### src/rtl/bit_frame_pkg.sv
// Shared types and defaults for the serial bit-frame deserializer.
package bit_frame_pkg;

  typedef enum logic {
    StHunt,
    StPayload
  } state_e;

  localparam int unsigned DefWidth   = 8;
  localparam int unsigned DefSyncLen = 4;
  localparam logic [3:0]  DefSyncPat = 4'b1011;
  localparam int unsigned DefCntW    = 8;

  // Payload bit counter width; counts 0 .. width-1.
  function automatic int unsigned payload_cnt_w(input int unsigned width);
    return (width <= 2) ? 1 : $clog2(width);
  endfunction

endpackage

### src/rtl/bit_frame_fifo2.sv
// Two-entry shift FIFO; head slot is zero whenever the FIFO is empty.
module bit_frame_fifo2
  import bit_frame_pkg::*;
#(
  parameter int unsigned WIDTH = DefWidth
) (
  input  logic             clk,
  input  logic             rst,
  input  logic             push,
  input  logic [WIDTH-1:0] push_data,
  output logic             full,
  input  logic             pop,
  output logic [WIDTH-1:0] head,
  output logic             valid
);

  logic [1:0]       cnt_q, cnt_d, cnt_mid;
  logic [WIDTH-1:0] s0_q, s0_d, s1_q, s1_d;
  logic             pop_ok, push_ok;

  always_comb begin
    s0_d    = s0_q;
    s1_d    = s1_q;
    cnt_d   = cnt_q;
    cnt_mid = cnt_q;
    pop_ok  = pop && (cnt_q != 2'd0);
    // A full FIFO still takes a push when the head leaves in the same cycle.
    push_ok = push && ((cnt_q != 2'd2) || pop_ok);

    if (pop_ok) begin
      s0_d    = s1_q;
      s1_d    = '0;
      cnt_mid = cnt_q - 2'd1;
    end
    cnt_d = cnt_mid;
    if (push_ok) begin
      if (cnt_mid == 2'd0) begin
        s0_d = push_data;
      end else begin
        s1_d = push_data;
      end
      cnt_d = cnt_mid + 2'd1;
    end
  end

  always_ff @(posedge clk) begin
    if (!rst) begin
      cnt_q <= 2'd0;
      s0_q  <= '0;
      s1_q  <= '0;
    end else begin
      cnt_q <= cnt_d;
      s0_q  <= s0_d;
      s1_q  <= s1_d;
    end
  end

  assign full  = (cnt_q == 2'd2);
  assign valid = (cnt_q != 2'd0);
  assign head  = s0_q;

endmodule

### src/rtl/bit_frame_deser.sv
// Serial deserializer: hunts for a sync header, collects a WIDTH-bit word MSB-first,
// buffers it in a 2-entry FIFO and counts words lost to backpressure.
module bit_frame_deser
  import bit_frame_pkg::*;
#(
  parameter int unsigned          WIDTH    = DefWidth,
  parameter int unsigned          SYNC_LEN = DefSyncLen,
  parameter logic [SYNC_LEN-1:0]  SYNC_PAT = DefSyncPat,
  parameter int unsigned          CNT_W    = DefCntW
) (
  input  logic             clk,
  input  logic             rst,
  input  logic             in_bit,
  input  logic             in_valid,
  output logic [WIDTH-1:0] out_data,
  output logic             out_valid,
  input  logic             out_ready,
  output logic [CNT_W-1:0] drop_cnt,
  output logic             in_frame
);

  localparam int unsigned PcW   = payload_cnt_w(WIDTH);
  localparam int unsigned FillW = $clog2(SYNC_LEN + 1);

  state_e              state_q, state_d;
  // Only the oldest SYNC_LEN-1 bits are kept; the current bit completes the window.
  logic [SYNC_LEN-2:0] sr_q, sr_d;
  logic [FillW-1:0]    fill_q, fill_d;
  logic [PcW-1:0]      pcnt_q, pcnt_d;
  logic [WIDTH-2:0]    word_q, word_d;
  logic [CNT_W-1:0]    drop_q, drop_d;

  logic [SYNC_LEN-1:0] window;
  logic [WIDTH-1:0]    word_full;
  logic                push, full, pop, drop;

  assign window    = {sr_q, in_bit};
  assign word_full = {word_q, in_bit};
  assign pop       = out_valid && out_ready;

  always_comb begin
    state_d = state_q;
    sr_d    = sr_q;
    fill_d  = fill_q;
    pcnt_d  = pcnt_q;
    word_d  = word_q;
    push    = 1'b0;

    if (in_valid) begin
      unique case (state_q)
        StHunt: begin
          sr_d = window[SYNC_LEN-2:0];
          if (fill_q != FillW'(SYNC_LEN)) begin
            fill_d = fill_q + 1'b1;
          end
          if ((window == SYNC_PAT) && (fill_q >= FillW'(SYNC_LEN - 1))) begin
            state_d = StPayload;
            pcnt_d  = '0;
          end
        end
        StPayload: begin
          word_d = word_full[WIDTH-2:0];
          pcnt_d = pcnt_q + 1'b1;
          if (pcnt_q == PcW'(WIDTH - 1)) begin
            push    = 1'b1;
            state_d = StHunt;
            sr_d    = '0;
            fill_d  = '0;
            pcnt_d  = '0;
          end
        end
        default: state_d = StHunt;
      endcase
    end
  end

  assign drop   = push && full && !pop;
  assign drop_d = (drop && (drop_q != {CNT_W{1'b1}})) ? drop_q + 1'b1 : drop_q;

  always_ff @(posedge clk) begin
    if (!rst) begin
      state_q <= StHunt;
      sr_q    <= '0;
      fill_q  <= '0;
      pcnt_q  <= '0;
      word_q  <= '0;
      drop_q  <= '0;
    end else begin
      state_q <= state_d;
      sr_q    <= sr_d;
      fill_q  <= fill_d;
      pcnt_q  <= pcnt_d;
      word_q  <= word_d;
      drop_q  <= drop_d;
    end
  end

  bit_frame_fifo2 #(
    .WIDTH(WIDTH)
  ) u_fifo (
    .clk      (clk),
    .rst      (rst),
    .push     (push),
    .push_data(word_full),
    .full     (full),
    .pop      (pop),
    .head     (out_data),
    .valid    (out_valid)
  );

  assign drop_cnt = drop_q;
  assign in_frame = (state_q == StPayload);

endmodule

### config.mk
export PLATFORM = sky130hd
export DESIGN_NAME = bit_frame_deser
export DESIGN_NICKNAME = d
export VERILOG_FILES = /design/src/rtl/bit_frame_pkg.sv /design/src/rtl/bit_frame_fifo2.sv /design/src/rtl/bit_frame_deser.sv
export SDC_FILE = /design/constraint.sdc
export NUM_CORES = 1
export LEC_CHECK = 0
export ABC_AREA = 1
export CAP_MARGIN = 0
export CORE_MARGIN = 5
export CORE_UTILIZATION = 30
export DETAILED_ROUTE_END_ITERATION = 8
export SLEW_MARGIN = 10
export SYNTH_ARGS = -nofsm -noshare
export SYNTH_HDL_FRONTEND = slang
export SYNTH_SLANG_ARGS = --single-unit
export TNS_END_PERCENT = 10
### constraint.sdc
create_clock -name clk -period 2.3 [get_ports clk]
set_input_delay 0.345 -clock clk [delete_from_list [all_inputs] [get_ports clk]]
set_output_delay 0.345 -clock clk [all_outputs]
set_load 0.03 [all_outputs]
=== After elaboration in Yosys (flattened, before gate mapping) ===
Index checks and enable logic that the tools add are counted.
W data, S select, Z words.

* Bitwise logic cells: 1
* $add $sub $neg: 5
* Reduce and logical (&&, ||, !) cells: 15
* $lt $le $gt $ge: 1
* Multiplexer cells: 21
* Eq/ne operators: 9

{| class="wikitable"
|+ Operators by type and width
! kind !! number
|-
| $mux W8 || 6
|-
| $pmux W3 S2 || 3
|-
| $mux W3 || 4
|-
| $add A8 B1 Y8 const B || 1
|-
| $ne A8 B8 Y1 const B || 1
|-
| $logic_and A1 B1 Y1 || 7
|-
| $add A3 B1 Y3 const B || 2
|-
| $ne A2 B2 Y1 const B || 3
|-
| $reduce_and A2 Y1 || 3
|-
| $mux W1 || 5
|-
| $eq A4 B4 Y1 const B || 1
|-
| $mux W2 || 2
|-
| $eq A3 B3 Y1 const B || 1
|-
| $ge A3 B2 Y1 const B || 1
|-
| $ne A3 B3 Y1 const B || 1
|-
| $reduce_and A3 Y1 || 1
|-
| $add A2 B1 Y2 const B || 1
|-
| $eq A2 B2 Y1 const B || 1
|-
| $logic_not A2 Y1 || 1
|-
| $ne A2 B1 Y1 const B || 1
|-
| $pmux W1 S2 || 1
|-
| $reduce_bool A2 Y1 || 1
|-
| $sub A2 B1 Y2 const B || 1
|-
| $logic_not A1 Y1 || 1
|-
| other kinds (2) || 2
|}

* Output and inout bits: 18
* Word-level logic and storage cells: 61
* Register bits after elaboration: 43
* Input bits: 5

=== Depth between registers and ports, before layout ===
Gate-level depths: netlist of run 1.

* Word-level depth: 7
* Depth in mapped cells: 13
* Depth with buffers taken out: 12

=== Hierarchy ===
A second synthesis of run 1 with hierarchy kept.

* Cells, all modules: 317
* Area, all modules: 2207.1 um^2

{| class="wikitable"
|+ Modules (own cells, without submodules)
! module !! cells an instance !! times used !! area each (um^2)
|-
| bit_frame_deser || 172 || 1 || 1237.4
|-
| bit_frame_fifo2 || 145 || 1 || 969.7
|}

=== Worst setup path after synthesis of run 1 ===
Ideal clock, no wire load.

* Path type: register to register
* Start: register u_fifo.cnt_q[0]
* End: register u_fifo.s1_q[1]
* Required time: 2187 ps
* Library setup time: 113 ps
* Arrival time: 1609 ps
* Path slack: 578 ps
* Clock period less this slack: 1722 ps
* Cell stages (with the launch flop): 13
* Cell sequence: dfxtp_1 > inv_1 > ha_1 > inv_2 > nand2_2 > nand2_1 > nand2_1 > ha_1 > inv_1 > nand2_4 > buf_6 > o21ai_1 > nor2_1

* Longest elaborated chain between the ends: 7
* Elaborated cells on any way between the ends: 12

{| class="wikitable"
|+ Ends and longest elaborated chain
! element !! line !! source
|-
| start, declared || bit_frame_fifo2.sv:17 || <nowiki>logic [1:0] cnt_q, cnt_d, cnt_mid;</nowiki>
|-
| start signal, assigned || bit_frame_fifo2.sv:52 || <nowiki>cnt_q <= cnt_d;</nowiki>
|-
| $reduce_bool A2 Y1 * || bit_frame_fifo2.sv:59 || <nowiki>assign valid = (cnt_q != 2'd0);</nowiki>
|-
| via out_valid || bit_frame_deser.sv:16 || <nowiki>output logic out_valid,</nowiki>
|-
| $logic_and A1 B1 Y1 || bit_frame_deser.sv:39 || <nowiki>assign pop = out_valid && out_ready;</nowiki>
|-
| $logic_and A1 B1 Y1 * || bit_frame_fifo2.sv:26 || <nowiki>pop_ok = pop && (cnt_q != 2'd0);</nowiki>
|-
| $mux W2 || bit_frame_fifo2.sv:30 || <nowiki>if (pop_ok) begin</nowiki>
|-
| $logic_not A2 Y1 || bit_frame_fifo2.sv:37 || <nowiki>if (cnt_mid == 2'd0) begin</nowiki>
|-
| $mux W8 || bit_frame_fifo2.sv:37 ||
|-
| $mux W8 * || bit_frame_fifo2.sv:36 || <nowiki>if (push_ok) begin</nowiki>
|-
| end signal, assigned || bit_frame_fifo2.sv:50 || <nowiki>s1_q <= '0;</nowiki>
|-
| end signal, assigned || bit_frame_fifo2.sv:54 || <nowiki>s1_q <= s1_d;</nowiki>
|-
| end, declared || bit_frame_fifo2.sv:18 || <nowiki>logic [WIDTH-1:0] s0_q, s0_d, s1_q, s1_d;</nowiki>
|}

Mark *: on every way through the listed nets, which the timed path passes. The rest lies on a longest branch.
A chain may end at the register's enable or synchronous reset.

=== Worst setup path in the final report of run 1 ===
* Start: register u_fifo.cnt_q[0]
* End: output out_valid

* Longest elaborated chain between the ends: 1

{| class="wikitable"
|+ Ends and longest elaborated chain
! element !! line
|-
| $reduce_bool A2 Y1 || bit_frame_fifo2.sv:59
|-
| end, declared || bit_frame_deser.sv:16
|}

No other way between the ends.

==> reports/results.ini, run 1 <==
[worst_setup_path]
worstPathMaxFanout = 4
worst-path-buf-inv = 3
setup.worst_path.end = out_valid
crit_path_max_incr_delay_ns = 0.67
r2r_end = u_fifo.s1_q[1]
slowest_stage = clkdlybuf4s50_1
crit_cells = 4
path_class = register to output port
critPathTopFamily = buffers and inverters
worstPathRequired_ns = 1.96
reg2reg_from = u_fifo.cnt_q[0]
critPathLaunch = u_fifo.cnt_q[0]
arrival_ns = 1.63
crit_path_start_kind = register
cp-end-kind = output port
r2r_slack_ns = 0.59
reg2reg_depth = 12
cp_cell_sequence = inv_1 > ha_1 > inv_2 > clkdlybuf4s50_1

[layout]
seqCellArea_um2 = 861
final_cell_mix = nand2_1 (65), nor2_1 (54), inv_1 (43), dfxtp_1 (43), o21ai_0 (27)
nets = 350
drive_gt1_share_pct = 7.12
antennaDiodeCount = 0
syn_to_final_growth_pct = 18.0
mostFrequentLayoutCell = nand2_1
multi_input_area_um2 = 1060
nFillCells = 773

[clock_network]
cts_setup_buffers = 0
cts_made_buffers = 5
clock-sinks = 43
root_buffer = clkbuf_8
htree_levels = 2
cts_buffer_depth = 2
cts_tree = yes
clkTransAtPathRegs_ns = 0.08
postCtsHoldBufs = 0
cts_resized = 0
clk_latency_ns = 0.29

[hold_path]
hp-class = register to register

[synthesis]
synth-seq-area-share_pct = 39.9
ys_ff_latch = 43
yosys_warnings = 0
ys_types = 23
syn_area_um2 = 2160
syn_avg_cell_area_um2 = 6.90
synth_fp_nets = 327
synth_cells = 313

[global_route]
grt_overflow_total = 0
grtUsageTotal_pct = 10.2
grt_pass1_vias = 1686
grt_start_max_net_pins = 28
antenna_found_initial = 0
grt_pass1_wl_mm = 7.45

[placed_design]
port_buffers = 22
gp_congestion = 0.767
hpwl_mm = 3.06
pre_cts_ws_ns = 0.373

[floorplanning]
io_pins = 23
start_util_pct = 30.2
die-width_um = 94.8
core_area_um2 = 7140
placement_rows = 31
dieHeight_um = 94.8
die_area_um2 = 8990

[route]
drtPass1Iterations = 4
route.detailed.drc = 0
post_drt_wl_per_cell_um = 9.77
postRouteAntennaNets = 0
vias = 1844
route.final.wire_length_mm = 4.26
first_iter_violations = 87
viasPerCell = 4.23

[timing]
post-route-period-util_pct = 86.0
period_needed_ns = 1.98
rsz0062_at_grt = no
fin_tns_setup_ns = 0
max_slew.worst_pin.slew_ns = 0.427
hold_violations = 0
skew_ns = 0.00487
max_freq_mhz = 505
maxSlewViolCount = 0
setup_viol = 0
fin_ws_ns = 0.322
maxSlewHeadroom_pct = 71.5
fin_hold_ws_ns = 0.473

[power_and_ir_drop]
vdd_drop_max_v = 0.000350
power_density_nw_per_um2 = 535
power.leakage_nw = 1.03

[run]
drv_cap = 0

[run_status]
outcome = finished clean

[cell type report]
| cell class | instances | share of cell area (%) |
|---|---|---|
| repair buffers | 26 | 9.82 |
| well taps | 99 | 4.86 |
| clock buffers | 5 | 2.70 |
| multi-input cells | 214 | 41.5 |
| inverters | 46 | 6.78 |
| flip-flops and latches | 43 | 33.8 |
| clock inverters | 3 | 0.589 |
[per-layer routing]
metal  part of all wire (%)  vias to the layer above  global-route usage (%)
met4                   0.56                        0                    2.88
met5                      0                        -                       0
li1                       -                     1020                       -
met3                    3.4                        2                    2.63
met1                     52                      799                    13.7
met2                     44                       23                    16.1
[worst register-to-register path: stages, from the launching register on]
cell and delay, ns:
dfxtp_1 0.33, inv_1 0.07, ha_1 0.20, inv_2 0.07, nand2_2 0.09, nand2_1 0.09
nand2_1 0.11, ha_1 0.22, inv_1 0.09, nand2_4 0.12, o21ai_0 0.11, inv_1 0.05
nor2_1 0.10
[Yosys cell counts]
| master | instances | area [µm²] |
|---|---|---|
| nand3_4 | 2 | 35.0 |
| nand2_4 | 1 | 11.3 |
| nand4_1 | 1 | 6.26 |
| xor2_1 | 3 | 26.3 |
| buf_6 | 2 | 22.5 |
| dfxtp_1 | 43 | 861 |
| clkbuf_1 | 3 | 11.3 |
| inv_1 | 43 | 161 |
| nand2_2 | 4 | 25.0 |
| ha_1 | 9 | 113 |
| nand2_1 | 65 | 244 |
| a21oi_4 | 1 | 16.3 |
| inv_2 | 3 | 11.3 |
| nand3_1 | 20 | 100 |
| buf_4 | 1 | 7.51 |
| nor2_1 | 54 | 203 |
| nor2_4 | 1 | 11.3 |
| clkbuf_8 | 1 | 13.8 |
| buf_2 | 2 | 10.0 |
| buf_1 | 1 | 3.75 |
| a21oi_1 | 17 | 85.1 |
| o21ai_0 | 27 | 135 |
| o21ai_1 | 9 | 45.0 |
[metrics by stage]
step | std cells | util [%] | power, mW | cell area [µm²]
after floorplan | 313 | - | 0.879 | 2160
after global placement | 428 | 34.5 | 0.911 | 2460
after detailed placement | 428 | 34.5 | 0.913 | 2460
after CTS | 436 | 35.7 | 1.38 | 2550
after global routing | 436 | 35.7 | 1.44 | 2550
final | 436 | 35.7 | 1.36 | 2550
[kinds of logic after synthesis]
group | after synthesis | share of synthesized area [%]
simple gates | 148 | 29.4
compound gates | 54 | 13.0
fa+ha+maj | 9 | 5.22
xor+xnor | 3 | 1.22
flops | 43 | 39.9
buf+inv | 56 | 11.2
[registers in the layout, summed over array words and instances, names as in the netlist]
register and cells:
drop_cnt 8, u_fifo.head 8, u_fifo.s1_q 8, word_q 7, fill_q 3, pcnt_q 3
sr_q 3, u_fifo.cnt_q 2, in_frame 1
[report_power, final]
| part | internal, mW | switching (mW) |
|---|---|---|
| registers | 0.754 | 0.00651 |
| logic | 0.0453 | 0.0872 |
| clock network | 0.208 | 0.262 |
| total | 1.01 | 0.356 |
[worst min path at each step]
stage / to / slack [ns] / depth (start not counted) / start
floorplan: sr_q[2] / 0.44 / 2 / sr_q[2]
global placement: sr_q[2] / 0.45 / 2 / sr_q[2]
detailed placement: sr_q[2] / 0.46 / 2 / sr_q[2]
CTS: sr_q[2] / 0.48 / 2 / sr_q[2]
global route: sr_q[2] / 0.49 / 2 / sr_q[2]
finish: sr_q[2] / 0.47 / 2 / sr_q[2]
No activity file was read; power rests on OpenSTA's default activity.
==> run 2: changes to the inputs <==
Settings changed: CORE_ASPECT_RATIO from default to 2.
==> reports/results.ini, run 2 (synthesis results as in run 1) <==
[clock_network]
htree_levels = 2
clk_latency_ns = 0.28
cts_buffer_depth = 2
cts_resized = 0
cts_setup_buffers = 0
root_buffer = clkbuf_16
postCtsHoldBufs = 0
cts_tree = yes
clkTransAtPathRegs_ns = 0.06
cts_made_buffers = 5
clock-sinks = 43

[placed_design]
hpwl_mm = 3.43
port_buffers = 22
pre_cts_ws_ns = 0.283
gp_congestion = 0.756
dp_cells = 420

[global_route]
grtUsageTotal_pct = 11.0
grt_pass1_wl_mm = 8.00
antenna_found_initial = 0
grt_overflow_total = 0
grt_pass1_vias = 1869
grt_start_max_net_pins = 31

[floorplanning]
io_pins = 23
die-width_um = 70.0
die_area_um2 = 9090
dieHeight_um = 130
start_util_pct = 30.9
placement_rows = 43
core_area_um2 = 6990

[hold_path]
hold_path_depth = 2
min-delay-start = sr_q[2]
hp-class = register to register
holdPathEnd = sr_q[2]

[route]
drtPass1Iterations = 4
post_drt_wl_per_cell_um = 10.7
viasPerCell = 4.50
route.detailed.drc = 0
postRouteAntennaNets = 0
route.final.wire_length_mm = 4.59
first_iter_violations = 73
vias = 1920

[timing]
period_needed_ns = 1.98
fin_ws_ns = 0.321
max_freq_mhz = 505
hold_violations = 0
maxSlewHeadroom_pct = 69.6
rsz0062_at_grt = no
fin_tns_setup_ns = 0
setup_viol = 0
fin_hold_ws_ns = 0.472
post-route-period-util_pct = 86.0
maxSlewViolCount = 0
max_slew.worst_pin.slew_ns = 0.456
skew_ns = 0.00400

[layout]
nFillCells = 766
mostFrequentLayoutCell = nand2_1
final_cell_mix = nand2_1 (65), nor2_1 (54), inv_1 (43), dfxtp_1 (43), o21ai_0 (27)
antennaDiodeCount = 0
syn_to_final_growth_pct = 21.3
drive_gt1_share_pct = 6.82
finalNonFillerCells = 427
nets = 351

[worst_setup_path]
critPathTopFamily = buffers and inverters
r2r_slack_ns = 0.53
crit_path_start_kind = register
crit_path_max_incr_delay_ns = 0.67
slowest_stage = clkdlybuf4s50_1
cp-end-kind = output port
r2r_end = drop_cnt[3]
worst-path-buf-inv = 3
path_class = register to output port
worstPathMaxFanout = 4
reg2reg_from = u_fifo.cnt_q[0]
worstPathRequired_ns = 1.96
arrival_ns = 1.63
reg2reg_depth = 11
cp_cell_sequence = inv_1 > ha_1 > inv_2 > clkdlybuf4s50_1

[run_status]
outcome = finished clean

[run]
drv_cap = 0

[power_and_ir_drop]
power_density_nw_per_um2 = 641
vdd_drop_max_v = 0.000560
power.leakage_nw = 1.06

## run 2: cell count changes in the layout (fill, tap and decap cells not counted), sizes merged
cell and delta:
clkinv -3, bufinv +1, buf +1, clkbuf +1
## run 2: worst max-delay path by stage
stage | end | from | depth (start not counted)
6_report | out_valid | u_fifo.cnt_q[0] | 4
3_5_place_dp | drop_cnt[4] | out_ready | 9
2_1_floorplan | u_fifo.s1_q[1] | u_fifo.cnt_q[0] | 12
3_3_place_gp | drop_cnt[4] | out_ready | 9
4_1_cts | out_valid | u_fifo.cnt_q[0] | 4
5_1_grt | out_valid | u_fifo.cnt_q[0] | 4
## run 2: worst reg2reg max path, cell delays in order, from the launching register on
cell	delay, ns
dfxtp_1	0.31
inv_1	0.10
ha_1	0.17
inv_2	0.05
nand2_2	0.10
buf_4	0.22
nand2_1	0.13
nor2_4	0.18
nand2_2	0.15
inv_2	0.13
nand2_1	0.06
a21oi_1	0.11
## run 2: final cells by class
class                           instances  area (µm²)  share of cell area (%)
Clock buffer                            6         129                    4.92
Clock inverter                          1        30.0                    1.15
Inverter                               46         173                    6.59
Multi-Input combinational cell        214        1060                    40.3
Sequential cell                        43         861                    32.9
Tap cell                               90         113                    4.30
Timing Repair Buffer                   27         258                    9.84
## run 2: per-layer routing
layer  global-route usage (%)  part of all wire (%)  routed length, µm  vias up
li1                         -                     -                  -     1020
met1                     9.56                    38               1750      875
met2                     22.5                    56               2580       19
met3                     2.47                   2.7                124        6
met4                     6.09                   2.8                127        0
met5                        0                     0                  0        -
## run 2: report_power, final
part	total (mW)	leakage [nW]	switching [mW]	internal (mW)
clock network	0.785	0.0769	0.278	0.507
registers	0.762	0.347	0.00673	0.755
logic	0.133	0.640	0.0880	0.0449
## run 2: per-stage QoR
stage / total power, mW / util [%] / cell area (µm²)
detailed placement: 0.914 / 35.2 / 2460
finish: 1.68 / 37.4 / 2620
floorplan: 0.879 / - / 2160
global route: 1.76 / 37.4 / 2620
CTS: 1.70 / 37.4 / 2620
global placement: 0.912 / 35.2 / 2460
==> run 3: changes to the inputs <==
Settings changed: CTS_CLUSTER_SIZE from default to 28.
==> results of run 3 <==
The final DEF is identical to that of run 2; final timing and power are the same.
